<file path="src/rtl/wb_hyper_arbiter.sv">
// Two-master round-robin Wishbone arbiter in front of the wb_hyper HyperRAM slave.
// Grants cyc-framed tenures, muxes the owner onto the slave and aborts tenures whose ack never arrives.
module wb_hyper_arbiter #(
  parameter int unsigned AW      = 32,
  parameter int unsigned DW      = 32,
  parameter int unsigned TIMEOUT = 1024
) (
  input  logic            wb_clk_i,
  input  logic            wb_rst_n_i,
  input  logic [AW-1:0]   m0_adr_i,
  input  logic [DW-1:0]   m0_dat_i,
  output logic [DW-1:0]   m0_dat_o,
  input  logic [DW/8-1:0] m0_sel_i,
  input  logic            m0_we_i,
  input  logic            m0_cyc_i,
  input  logic            m0_stb_i,
  output logic            m0_ack_o,
  output logic            m0_err_o,
  input  logic [AW-1:0]   m1_adr_i,
  input  logic [DW-1:0]   m1_dat_i,
  output logic [DW-1:0]   m1_dat_o,
  input  logic [DW/8-1:0] m1_sel_i,
  input  logic            m1_we_i,
  input  logic            m1_cyc_i,
  input  logic            m1_stb_i,
  output logic            m1_ack_o,
  output logic            m1_err_o,
  output logic [AW-1:0]   s_adr_o,
  output logic [DW-1:0]   s_dat_o,
  input  logic [DW-1:0]   s_dat_i,
  output logic [DW/8-1:0] s_sel_o,
  output logic            s_we_o,
  output logic            s_cyc_o,
  output logic            s_stb_o,
  input  logic            s_ack_i,
  output logic [1:0]      gnt_o
);

  localparam logic [1:0] IDLE    = 2'd0;
  localparam logic [1:0] OWN0    = 2'd1;
  localparam logic [1:0] OWN1    = 2'd2;
  localparam logic [1:0] RELEASE = 2'd3;

  localparam int unsigned CW      = (TIMEOUT > 2) ? $clog2(TIMEOUT) : 1;
  localparam bit          WD_EN   = (TIMEOUT != 0);
  localparam logic [CW-1:0] WD_LAST = CW'((TIMEOUT == 0) ? 32'd0 : TIMEOUT - 32'd1);

  logic [1:0]    state;
  logic [1:0]    state_nx;
  logic          last;
  logic          last_nx;
  logic [CW-1:0] wd;
  logic          own0;
  logic          own1;
  logic          abort;

  assign own0  = (state == OWN0);
  assign own1  = (state == OWN1);
  assign gnt_o = {own1, own0};

  // State, round-robin pointer and stb-without-ack watchdog
  always_ff @(posedge wb_clk_i) begin
    if (!wb_rst_n_i) begin
      state <= IDLE;
      last  <= 1'b1;
      wd    <= '0;
    end else begin
      state <= state_nx;
      last  <= last_nx;
      if (s_ack_i || !s_stb_o) begin
        wd <= '0;
      end else if (wd != '1) begin
        wd <= wd + CW'(1);
      end
    end
  end

  // Slave mux, return path and next-state decode
  always_comb begin
    s_adr_o  = '0;
    s_dat_o  = '0;
    s_sel_o  = '0;
    s_we_o   = 1'b0;
    s_cyc_o  = 1'b0;
    s_stb_o  = 1'b0;
    abort    = 1'b0;
    state_nx = state;
    last_nx  = last;

    if (own0) begin
      s_adr_o = m0_adr_i;
      s_dat_o = m0_dat_i;
      s_sel_o = m0_sel_i;
      s_we_o  = m0_we_i;
      s_cyc_o = m0_cyc_i;
      s_stb_o = m0_stb_i;
    end else if (own1) begin
      s_adr_o = m1_adr_i;
      s_dat_o = m1_dat_i;
      s_sel_o = m1_sel_i;
      s_we_o  = m1_we_i;
      s_cyc_o = m1_cyc_i;
      s_stb_o = m1_stb_i;
    end

    // An ack in the final watchdog cycle beats the abort
    abort = WD_EN && (own0 || own1) && s_stb_o && !s_ack_i && (wd == WD_LAST);

    m0_ack_o = s_ack_i && own0 && !abort;
    m1_ack_o = s_ack_i && own1 && !abort;
    m0_err_o = abort && own0;
    m1_err_o = abort && own1;
    m0_dat_o = own0 ? s_dat_i : '0;
    m1_dat_o = own1 ? s_dat_i : '0;

    case (state)
      IDLE: begin
        if (m0_cyc_i && m1_cyc_i) begin
          state_nx = last ? OWN0 : OWN1;
        end else if (m0_cyc_i) begin
          state_nx = OWN0;
        end else if (m1_cyc_i) begin
          state_nx = OWN1;
        end
      end
      OWN0: begin
        if (!m0_cyc_i || abort) begin
          state_nx = RELEASE;
          last_nx  = 1'b0;
        end
      end
      OWN1: begin
        if (!m1_cyc_i || abort) begin
          state_nx = RELEASE;
          last_nx  = 1'b1;
        end
      end
      default: state_nx = IDLE;
    endcase
  end

endmodule

</file>
<file path="config.mk">
export PLATFORM = sky130hd
export DESIGN_NAME = wb_hyper_arbiter
export DESIGN_NICKNAME = d
export VERILOG_FILES = /design/src/rtl/wb_hyper_arbiter.sv
export SDC_FILE = /design/constraint.sdc
export NUM_CORES = 1
export LEC_CHECK = 0
export BUFFER_PORTS_ARGS = -buffer_cell sky130_fd_sc_hd__buf_2
export CORE_AREA = 3 3 121 123
export CTS_BUF_LIST = sky130_fd_sc_hd__clkbuf_4
export CTS_CLUSTER_DIAMETER = 100
export DETAILED_ROUTE_END_ITERATION = 7
export DIE_AREA = 0 0 124 126
export GPL_TIMING_DRIVEN = 0
export PLACE_DENSITY = 0.54
export SLEW_MARGIN = 15
export SYNTH_ARGS = -nofsm -noshare
export SYNTH_HDL_FRONTEND = slang
export SYNTH_SLANG_ARGS = --single-unit
</file>
<file path="constraint.sdc">
create_clock -name wb_clk_i -period 1.85 [get_ports wb_clk_i]
set_input_delay 0.2775 -clock wb_clk_i [delete_from_list [all_inputs] [get_ports wb_clk_i]]
set_output_delay 0.2775 -clock wb_clk_i [all_outputs]
set_load 0.02 [all_outputs]
</file>
## Yosys cells after proc, flatten, opt, wreduce, memory -nomap -nowiden

Cells that the tools add are included.

- Input port bits: 177
- ROM bits: 0
- Output and inout bits: 141
- Memory bits (writable): 0
- Bits in latches: 0
- Logic and storage cells: 60
- Memories kept: 0
- Bits in registers: 13

- Shift-type cells: 0
- Multiplexer cells: 24
- Add/sub/neg operators: 1
- Divide/modulo/power cells: 0
- Bitwise logic cells: 1
- Multiply operators: 0
- Eq/ne operators: 7
- Magnitude comparators: 0
- Reduce and logical (&&, ||, !) cells: 24

Operator list:

| kind | count |
|---|---|
| 32-bit two-way mux | 6 |
| 2-bit two-way mux | 6 |
| 10-bit by 1-bit adder with 10-bit output, second input constant | 1 |
| 10-bit == test, second input constant | 1 |
| 1-bit logical AND | 10 |
| 10-bit inequality test, second input constant | 1 |
| 1-bit two-way mux | 8 |
| 4-bit two-way mux | 2 |
| 2-bit case mux with 3 select lines | 1 |
| 3-bit AND reduction | 2 |
| 1-bit zero test | 5 |
| 1-bit logical OR | 4 |
| 2-bit by 1-bit inequality test with 1-bit output, second input constant | 2 |
| 4-bit inequality test, second input constant | 1 |
| 2-bit by 1-bit == test with 1-bit output, second input constant | 1 |
| 2-bit == test, second input constant | 1 |
| 2-bit zero test | 1 |
| 1-bit case mux with 2 select lines | 1 |
| 2-bit nonzero test | 1 |
| 2-bit OR reduction | 1 |
| 1-bit inverter | 1 |

## Depth between registers and ports, before layout

- Depth in word-level cells: 9
- Depth in mapped cells: 8
- Mapped depth without buffers: 6

## Worst setup path after synthesis

Ideal clock, no wire load.

- Kind: reg-to-output
- Start: reg state[1]
- End: out s_adr_o[0]
- Slack: -0.006 ns
- Path buffers: 3
- Cell stages (with the launch flop): 8
- Arrival: 1.579 ns
- Required time: 1.572 ns
- Cell sequence: dfxtp_1 > inv_1 > ha_1 > buf_2 > nor2b_1 > clkbuf_1 > clkbuf_1 > a22o_1

- Elaborated cells on any way between the ends: 4
- Those cells by class: eq/ne (2); mux (2)

RTL lines:

| item | RTL line | text |
|---|---|---|
| from (decl) | 48 | `logic [1:0] state;` |
| from (signal assigned) | 68 | `state <= state_nx;` |
| 2-bit by 1-bit == test with 1-bit output | 57 | `assign own0 = (state == OWN0);` |
| via own0 | 53 | `logic own0;` |
| 32-bit two-way mux | 90 | `if (own0) begin` |
| to (decl) | 28 | `output logic [AW-1:0] s_adr_o,` |

The timed path passes the listed nets, and every way through them passes these cells.

## Worst setup path after layout

- Start: reg state[1]
- End: out m1_err_o

- Cells in the longest elaborated chain, start to end: 7
- Elaborated cells on any way between the ends: 9
- Those cells by class: eq/ne (2); mux (2); reduce/logical (5)

Ends and longest elaborated chain:

| item | RTL line | text |
|---|---|---|
| 2-bit == test | 58 | `assign own1 = (state == OWN1);` |
| 1-bit two-way mux | 97 | `end else if (own1) begin` |
| 1-bit two-way mux | 90 |  |
| 1-bit logical AND (3 in a row) | 107 | `abort = WD_EN && (own0 \|\| own1) && s_stb_o && !s_ack_i && (wd == WD_LAST);` |
| 1-bit logical AND (*) | 112 | `m1_err_o = abort && own1;` |
| to (decl) | 27 | `output logic m1_err_o,` |

Mark *: on every way between the ends. The rest lies on a longest branch, timed or not.

==> results by group <==
Clock tree
  – Clk sinks: 13
  – Worst-Skew Late Latency: between 200 and 300 ps
  – Root buffer selected by CTS: clkbuf_4
  – Num CTS Buffers: 3
  – Max Root-Sink Buffers: 2
  – Clock transition at the registers of the reported paths: 80 ps
  – H-Tree Level Count: 1
  – CTS tree: yes
  – CTS Hold Buffers Added: 0

Worst setup path
  – CP max-delay cell: dfxtp_4
  – Worst path required time: roughly 1600 ps
  – Arrival time worst endpoint: 1750 ps
  – Critical Path Sink Type: output pin
  – Worst setup SP type: flop
  – Largest fanout on the critical path: 3
  – CP cell instances: buf_12 > ha_4 > buf_4 > nand3b_4 > a21oi_4 > and3_4 > and2_4 > buf_6
  – Crit path buffers/inverters: 3
  – Critical path class: reg2out
  – Crit path max-delay family: simple AND/OR/NAND/NOR gates
  – Launch point of the worst path: state[1]
  – Critical Path Max Stage Delay: ~380 ps
  – Origin of the critical flop-to-flop path: state[1]

Yosys
  – Yosys cell types: 38
  – Cell Area, Synth: 0.001944 mm²
  – Sequential area share after synthesis: 0.1338
  – Syn Nets: about 440
  – Flops & latches, synth: 13
  – Post-synth ARST share: 0
  – Synth warnings: 0
  – Mapped Cells: 253
  – Synthesized area per cell: just under 8 µm²
  – Main flop type after synthesis: dfxtp_1
  – EDFF count, synth: 0

STA
  – Clock skew: between 10 and 15 ps
  – Final period util: 1.096
  – Final hold slack: 296.0 ps
  – Setup violators final: 105
  – Final Critical Period: slightly above 2000 ps
  – RSZ-0062 raised after global routing: true
  – Final Hold Vio Count: 0
  – Max Slew Vio Count: 0
  – Fmax: around 0.49 GHz
  – Actual slew at the worst max-slew pin: ~450 ps
  – Worst setup margin: -178.3 ps
  – Rel. slew slack: 0.6993

Hold path
  – Hold path start: wb_rst_n_i
  – Worst hold path type: in2reg

Place
  – Setup slack at placement: -465.5 ps
  – Detail Placement HPWL: 10.72 mm
  – Dpl cells: 750
  – RePlAce Congestion: 0.8004
  – DP Area: approximately 0.0038 mm²
  – PortBufs: around 320

Global route
  – First-pass GRT wire length: 17.49 mm
  – Antenna violations before repair: 2
  – Total grt overflow: 0
  – Number of global-route vias before repair: 3,028
  – GRT Util Overall: 0.1437
  – Largest net degree at the start of global routing: 11

Detailed routing
  – DR DRC count: 0
  – TritonRoute pass-1 iters: 4
  – Wirelength, routed: 13.14 mm
  – WL per Instance: approximately 17 µm
  – Via count: 3,291
  – Drt initial violations: about 170
  – Via density: roughly 4.3
  – Post-route ant nets: 0

Cells and area
  – Layout cells sized above 1: 0.6902
  – Post-Layout Cell Count: 774
  – Finished Cell Area: 0.004591 mm²
  – Area Overhead vs Synth: 136.1%
  – NumNets Final: roughly 780
  – Number of diodes: 0

Outcome
  – Failing checks: setup timing
  – Outcome: finished with violations

Floorplanning
  – Die height: 126 µm
  – Die width: 124 µm
  – Row cnt: 43
  – I/O pin count: about 320
  – Die area: 0.01562 mm²
  – Core area: 0.01377 mm²
  – Initial Utilization: 0.1412

Power
  – Max IR drop VDD: 575.2 µV
  – P_leak: 2.554 nW
  – PD cells: around 1200 mW/mm²

Run
  – Maxcap violations: 0
worst reg2reg max path: cells and delay by family, from the launching register on:
| family | cells | cell delay, ps |
|---|---|---|
| buf+inv | 3 | 400 |
| flops | 1 | 370 |
| compound gates | 2 | 370 |
| mux | 1 | 220 |
| fa+ha+maj | 1 | 160 |
| simple gates | 1 | 80 |
power breakdown:
part	total (mW)	leakage (nW)	switching, mW	internal, mW
clock network	0.183	0.0177	0.102	0.0802
logic	4.88	2.43	2.58	2.30
registers	0.342	0.106	0.0293	0.313
total	5.40	2.55	2.71	2.69
cell type report:
class / count / area, µm²
clock buffers: 3 / 22.52
multi-input cells: 209 / 1697
well taps: 180 / 225.2
repair buffers: 339 / 2112
clock inverters: 1 / 5.005
plain buffers: 24 / 242.7
inverters: 5 / 21.27
flip-flops and latches: 13 / 265.3
fillers: 1489 / 9183
synthesized netlist by cell type, types with 2 or more instances:
cell / number / area share
a22o_1: 69 / 0.31
and2_1: 68 / 0.22
clkbuf_1: 16 / 0.031
dfxtp_1: 13 / 0.13
nand2_1: 9 / 0.017
buf_2: 6 / 0.015
ha_1: 5 / 0.032
nor2b_1: 5 / 0.016
a211oi_1: 4 / 0.015
a21oi_1: 4 / 0.010
buf_4: 4 / 0.015
inv_1: 4 / 0.0077
nor2_1: 4 / 0.0077
nor3_1: 4 / 0.010
and3_1: 3 / 0.0097
mux2i_1: 3 / 0.015
nand3_1: 3 / 0.0077
nand4_1: 3 / 0.0097
o21ai_0: 3 / 0.0077
a31oi_1: 2 / 0.0064
and4_1: 2 / 0.0090
xnor2_1: 2 / 0.0090
xor2_1: 2 / 0.0090
cell families after synthesis:
kind of cell | Yosys count | share of synthesized area
adder cells (fa/ha/maj) | 5 | 0.03218
AO/OA/AOI/OAI | 88 | 0.3765
buffers and inverters | 31 | 0.07143
XOR/XNOR | 4 | 0.01802
multiplexers | 3 | 0.01544
flip-flops | 13 | 0.1338
AND/OR/NAND/NOR | 109 | 0.3526
cell usage in the layout (no fill, tap or decap), drive strengths merged, types with 3 or more instances in the layout:
cell / n
nor3: 5
inv: 5
ha: 5
mux2i: 3
o21ai: 3
buf: 352
nand3: 3
dfxtp: 13
a22o: 69
clkbuf: 14
and2: 68
nor2: 4
nand2: 10
nand4: 4
a211oi: 4
and3: 3
a21oi: 5
nor2b: 5
through the flow:
step / util / TNS, ps / power (mW)
2_1_floorplan: - / -127.0 / 2.702
3_3_place_gp: 0.2727 / -32570 / 4.089
3_5_place_dp: 0.2727 / -32590 / 4.063
4_1_cts: 0.3085 / -19230 / 4.959
5_1_grt: 0.3333 / -19510 / 5.734
6_report: 0.3333 / -8957 / 5.401
worst paths after layout:
kind         slack, ps       end  cells after the start
min reg2reg        520     wd[8]                      2
min                300  state[1]                      3
max               -180  m1_err_o                      8
max reg2reg        170  state[0]                      8
sequential cells by signal (all words and copies together) (netlist names):
name / cells
state: 2
wd: 10
last: 1
what timing repair did:
item | in CTS | in global routing
gates cloned | 2 | 0
pin swaps | 13 | 11
setup endpoints to repair | 140 | 137
hold endpoints to repair | 0 | 0
gates resized for setup | 106 | 107
setup buffers | 14 | 6
metal layers:
layer  vias up  wire length (µm)  global-route usage
li1       1629                 -                   -
met3         6              1208             0.03053
met5         -                 0                   0
met4         0                42             0.01031
met2       153              6437              0.2383
met1      1503              5447              0.1997
(Power assumes the default switching activity.)
